--- config.mk ---
export PLATFORM = sky130hd
export DESIGN_NAME = ddr_req_arbiter
export DESIGN_NICKNAME = d
export VERILOG_FILES = /design/src/rtl/ddr_req_arbiter.sv
export SDC_FILE = /design/constraint.sdc
export NUM_CORES = 2
export LEC_CHECK = 0
export BUFFER_PORTS_ARGS = -buffer_cell sky130_fd_sc_hd__buf_2
export CAP_MARGIN = 20
export CORE_AREA = 10 10 674 676
export DETAILED_ROUTE_END_ITERATION = 6
export DIE_AREA = 0 0 684 686
export GPL_TIMING_DRIVEN = 0
export PLACE_DENSITY = 0.3
export SLEW_MARGIN = 40
export SYNTH_ARGS = -nofsm -noshare
export SYNTH_HDL_FRONTEND = slang
export SYNTH_SLANG_ARGS = --single-unit
export TNS_END_PERCENT = 10
--- constraint.sdc ---
create_clock -name clk -period 3.1 [get_ports clk]
set_input_delay 0.62 -clock clk [delete_from_list [all_inputs] [get_ports clk]]
set_output_delay 0.62 -clock clk [all_outputs]
set_load 0.01 [all_outputs]
--- src/rtl/ddr_req_arbiter.sv ---
// Two-requester arbiter/sequencer for the single-beat avalon_mm_ddr port.
// Ports: clk/rst_n, r0_*/r1_* requester sides, DDR strobes, busy/owner/timeout_err.
module ddr_req_arbiter #(
  parameter int PRIO_FIXED = 0,
  parameter int TIMEOUT    = 1024
) (
  input  logic         clk,
  input  logic         rst_n,
  input  logic         r0_req,
  input  logic         r0_wr,
  input  logic [24:0]  r0_addr,
  input  logic [255:0] r0_wdata,
  input  logic [31:0]  r0_be,
  output logic         r0_ack,
  output logic         r0_done,
  output logic [255:0] r0_rdata,
  output logic         r0_rvalid,
  input  logic         r1_req,
  input  logic         r1_wr,
  input  logic [24:0]  r1_addr,
  input  logic [255:0] r1_wdata,
  input  logic [31:0]  r1_be,
  output logic         r1_ack,
  output logic         r1_done,
  output logic [255:0] r1_rdata,
  output logic         r1_rvalid,
  output logic         wr_rq,
  output logic         rd_rq,
  output logic [24:0]  wr_adr,
  output logic [24:0]  rd_adr,
  output logic [255:0] wr_data,
  output logic [31:0]  byte_enable,
  input  logic         rd_valid,
  input  logic [255:0] rd_data,
  input  logic         action_done,
  output logic         busy,
  output logic         owner,
  output logic         timeout_err
);

  localparam logic [15:0] TMO_LAST = 16'(TIMEOUT - 1);

  typedef enum logic [1:0] {
    ST_IDLE,
    ST_ISSUE,
    ST_WAIT
  } state_t;

  state_t       state_q, state_d;
  logic         owner_q, owner_d;
  logic         last_q, last_d;
  logic         hwr_q, hwr_d;
  logic [24:0]  haddr_q, haddr_d;
  logic [255:0] hdata_q, hdata_d;
  logic [31:0]  hbe_q, hbe_d;
  logic [1:0]   ack_q, ack_d;
  logic [1:0]   done_q, done_d;
  logic [1:0]   rv_q, rv_d;
  logic [255:0] rd0_q, rd0_d;
  logic [255:0] rd1_q, rd1_d;
  logic         wrq_q, wrq_d;
  logic         rdq_q, rdq_d;
  logic [15:0]  cnt_q, cnt_d;
  logic         terr_q, terr_d;

  logic         sel;
  logic         tmo_hit;
  logic [1:0]   own_vec;

  // On contention, round-robin favours whoever was not served last.
  assign sel = (r0_req && r1_req)
             ? ((PRIO_FIXED != 0) ? 1'b0 : ~last_q)
             : r1_req;

  assign tmo_hit = (cnt_q == TMO_LAST);
  assign own_vec = owner_q ? 2'b10 : 2'b01;

  always_comb begin
    state_d = state_q;
    owner_d = owner_q;
    last_d  = last_q;
    hwr_d   = hwr_q;
    haddr_d = haddr_q;
    hdata_d = hdata_q;
    hbe_d   = hbe_q;
    ack_d   = 2'b00;
    done_d  = 2'b00;
    rv_d    = 2'b00;
    rd0_d   = rd0_q;
    rd1_d   = rd1_q;
    wrq_d   = 1'b0;
    rdq_d   = 1'b0;
    cnt_d   = cnt_q;
    terr_d  = terr_q;
    unique case (state_q)
      ST_IDLE: begin
        if (r0_req || r1_req) begin
          owner_d = sel;
          last_d  = sel;
          hwr_d   = sel ? r1_wr    : r0_wr;
          haddr_d = sel ? r1_addr  : r0_addr;
          hdata_d = sel ? r1_wdata : r0_wdata;
          hbe_d   = sel ? r1_be    : r0_be;
          ack_d   = sel ? 2'b10 : 2'b01;
          state_d = ST_ISSUE;
        end
      end
      ST_ISSUE: begin
        // First ISSUE cycle arms the strobe; the second
        // (strobe visible) hands over to WAIT.
        cnt_d = 16'd0;
        if (!(wrq_q || rdq_q)) begin
          wrq_d = hwr_q;
          rdq_d = ~hwr_q;
        end else begin
          state_d = ST_WAIT;
        end
      end
      ST_WAIT: begin
        if (rd_valid && !hwr_q &&
            (action_done || !tmo_hit)) begin
          rv_d = own_vec;
          if (owner_q) rd1_d = rd_data;
          else         rd0_d = rd_data;
        end
        if (action_done) begin
          done_d  = own_vec;
          state_d = ST_IDLE;
        end else if (tmo_hit) begin
          done_d  = own_vec;
          terr_d  = 1'b1;
          state_d = ST_IDLE;
        end else begin
          cnt_d = cnt_q + 16'd1;
        end
      end
      default: state_d = ST_IDLE;
    endcase
  end

  always_ff @(posedge clk) begin
    if (!rst_n) begin
      state_q <= ST_IDLE;
      owner_q <= 1'b0;
      last_q  <= 1'b1;
      hwr_q   <= 1'b0;
      haddr_q <= '0;
      hdata_q <= '0;
      hbe_q   <= '0;
      ack_q   <= '0;
      done_q  <= '0;
      rv_q    <= '0;
      rd0_q   <= '0;
      rd1_q   <= '0;
      wrq_q   <= 1'b0;
      rdq_q   <= 1'b0;
      cnt_q   <= '0;
      terr_q  <= 1'b0;
    end else begin
      state_q <= state_d;
      owner_q <= owner_d;
      last_q  <= last_d;
      hwr_q   <= hwr_d;
      haddr_q <= haddr_d;
      hdata_q <= hdata_d;
      hbe_q   <= hbe_d;
      ack_q   <= ack_d;
      done_q  <= done_d;
      rv_q    <= rv_d;
      rd0_q   <= rd0_d;
      rd1_q   <= rd1_d;
      wrq_q   <= wrq_d;
      rdq_q   <= rdq_d;
      cnt_q   <= cnt_d;
      terr_q  <= terr_d;
    end
  end

  assign r0_ack      = ack_q[0];
  assign r1_ack      = ack_q[1];
  assign r0_done     = done_q[0];
  assign r1_done     = done_q[1];
  assign r0_rvalid   = rv_q[0];
  assign r1_rvalid   = rv_q[1];
  assign r0_rdata    = rd0_q;
  assign r1_rdata    = rd1_q;
  assign wr_rq       = wrq_q;
  assign rd_rq       = rdq_q;
  assign wr_adr      = haddr_q;
  assign rd_adr      = haddr_q;
  assign wr_data     = hdata_q;
  assign byte_enable = hbe_q;
  assign busy        = (state_q != ST_IDLE);
  assign owner       = owner_q;
  assign timeout_err = terr_q;

endmodule

==> flow_summary.yaml <==
cells_and_area:
  fin_cells: 11898
  multi_input_area_um2: 12000
  utilization: 0.136
  design_area_um2: 59700
  fin_nets: 6683
  regArea_um2: 17100
  drive_gt1_frac: 0.353
  fillCellCount: 50557
  area_growth_pct: 88.6
global_route:
  antenna_found_initial: 281
  grt_overflow_total: 0
  grt_pass1_wl_um: 432000
  grt_usage: 0.140
  grt_max_degree: 19
  grt_pass1_vias: 38277
clock_tree:
  cts_buffers: 120
  clock-sinks: 855
  root_buffer: "clkbuf_16"
  tritoncts: "built"
  clk_pin_slew_ns: 0.06
  h-tree-depth: 3
  clk-insertion-delay-late_ns: 0.90
  clock_path_buffers: 4
floorplan:
  dieArea_um2: 469000
  fp-row-count: 244
  die-width_um: 684
  floorplan.initialDensity: 0.0719
  dieHeight_um: 686
  core_um2: 441000
  ios: 1751
synthesis:
  synth_area_leader_cell: "dfxtp_1"
  synthArstFlopShare: 0
  synth.top_cell.area_share: 0.541
  synth_seq_cells: 855
  yosysWarnings: 0
  ys_types: 45
  syn-cell-area_um2: 31700
  synth.avg_cell_area_um2: 9.95
  synth_area_leaders: "dfxtp_1, mux2i_1, a222oi_1"
  synth_common_cells: "dfxtp_1, nand2_1, mux2i_1, inv_1, a222oi_1"
  synth-edff-count: 0
  synth-main-ff-cell: "dfxtp_1"
  syn_nets: 4073
  seq_area_frac_synth: 0.541
  postSynthCellCount: 3182
  synthMostInstantiatedCell: "dfxtp_1"
timing:
  period_needed_ns: 2.93
  skew_ns: 0.0675
  hold_violations: 0
  timing.hold.ws_ns: 0.0710
  finalCritPeriodShare: 0.947
  fmax_mhz: 341
  rsz0062_at_grt: "true"
  setup_viol: 0
  final_max_slew_viol_count: 0
  maxSlewHeadroom: 0.416
  worst_slack_ns: 0.166
  worstMarginPinSlew_ns: 0.873
  setup_tns_ns: 0
status:
  violations: "design-rule violations"
  status: "finished, violations left"
worst_setup_path:
  crit_path_top_delay_cell: "or4_1"
  worstPathArrival_ns: 3.66
  cp.required_ns: 3.82
  path_class: "register to register"
  cp_max_fo: 10
  reg2reg_depth: 8
  r2r_setup_slack_ns: 0.17
  cp_slowest_stage_delay_ns: 0.62
  worstPathCellList: "ha_1 > nand4_1 > or4_1 > o2111a_1 > buf_2 > buf_6 > buf_6 > mux2i_1"
  cpMostUsedCell: "buf_6"
  end_kind: "register"
  worstSetupStartpointType: "register"
routing:
  wirelength_um: 347000
  drt_iter0_drc: 3753
  ant_nets: 0
  drt_first_pass_iters: 7
  vias: 37932
  viasPerCell: 3.19
  drcViolationCount: 102
  wl_per_cell_um: 29.2
placed_design:
  dp_hpwl_um: 308000
  post-place-ws_ns: -0.698
  placed_cells: 10848
  io_buffers: 1750
  gp_congestion: 0.929
  placed_area_um2: 48200
job:
  cap_viol_max_count: 0
power:
  power_density_nw_per_um2: 522
  total_power_mw: 31.2
  p_leak_nw: 26.5
  ir_drop_v: 0.000425
worst_hold_path:
  hold_class: "primary input to register"
  whs_path_depth: 3
==> state kept, by name (all words and copies together), names as in the netlist <==
name	flops
done_q	2
ack_q	2
cnt_q	16
hwr_q	1
wr_data	256
wr_rq	1
last_q	1
rv_q	2
timeout_err	1
owner	1
rd_rq	1
r0_rdata	256
byte_enable	32
state_q	2
r1_rdata	256
rd_adr	25
==> layer usage <==
metal  up-vias  share of wire  GRT usage
met3       613          0.093     0.0534
met5         -         0.0020          0
met1     18638           0.37      0.152
met2      2076           0.50      0.249
li1      16497              -          -
met4       108          0.040     0.0460
==> worst max-delay path, delay by kind of cell (launching register included) <==
family	cells	cell delay [ns]
AOI/OAI and AO/OA	1	0.24
adders and majority gates	1	0.30
buffers and inverters	3	0.67
DFF	1	0.42
muxes	1	0.14
and+or+nand+nor	2	0.97
==> where the power goes <==
group          leakage [nW]  internal (mW)  switching [mW]
clock network          1.94           8.29            6.04
registers              6.95           11.5           0.398
logic                  17.6           1.89            3.06
total                  26.5           21.7            9.50
==> layout make-up <==
cell class,count,share of cell area
flip-flops and latches,855,0.287
repair buffers,2491,0.274
multi-input cells,1722,0.201
well taps,5904,0.124
clock buffers,170,0.0570
plain buffers,278,0.0242
inverters,324,0.0204
clock inverters,46,0.00910
diodes,108,0.00453
==> path summary, 6_finish.rpt <==
path / start / endpoint
worst max-delay path: cnt_q[0]$_SDFFE_PN0P_ / r1_rdata[103]$_SDFFE_PN0P_
worst min-delay path: r0_wdata[183] / wr_data[183]$_SDFFE_PN0P_
worst max register to register: cnt_q[0]$_SDFFE_PN0P_ / r1_rdata[103]$_SDFFE_PN0P_
worst min register to register: r0_rdata[149]$_SDFFE_PN0P_ / r0_rdata[149]$_SDFFE_PN0P_
==> placed cells by master (no fill, tap or decap), types with 14 or more instances in the layout <==
cell type,netlist,layout
a222oi_1,314,314
nand3_1,14,14
clkinv_2,0,22
nor2_1,16,15
nand2_1,778,778
buf_6,27,27
clkbuf_8,0,21
diode_2,0,108
buf_4,25,29
clkbuf_16,0,120
clkbuf_1,196,183
dlygate4sd3_1,0,728
dfxtp_1,855,854
buf_2,27,1776
mux2i_1,514,514
inv_1,324,324
clkbuf_2,0,36
==> repair_timing <==
item | in CTS | in global routing
resized for setup | 10 | 15
endpoints found under the hold margin | 590 | 0
buffers inserted | 1 | 0
hold buffers | 728 | 0
pin swaps | 1 | 1
setup endpoints to repair | 338 | 50
==> logic make-up after synthesis <==
logic type,Yosys count,synth area share
AO/OA/AOI/OAI,352,0.108
adder cells (fa/ha/maj),1,0.000395
buffers and inverters,605,0.0822
flip-flops,855,0.541
multiplexers,514,0.163
AND/OR/NAND/NOR,855,0.106
Note: power is estimated with default switching activity, not from simulation.
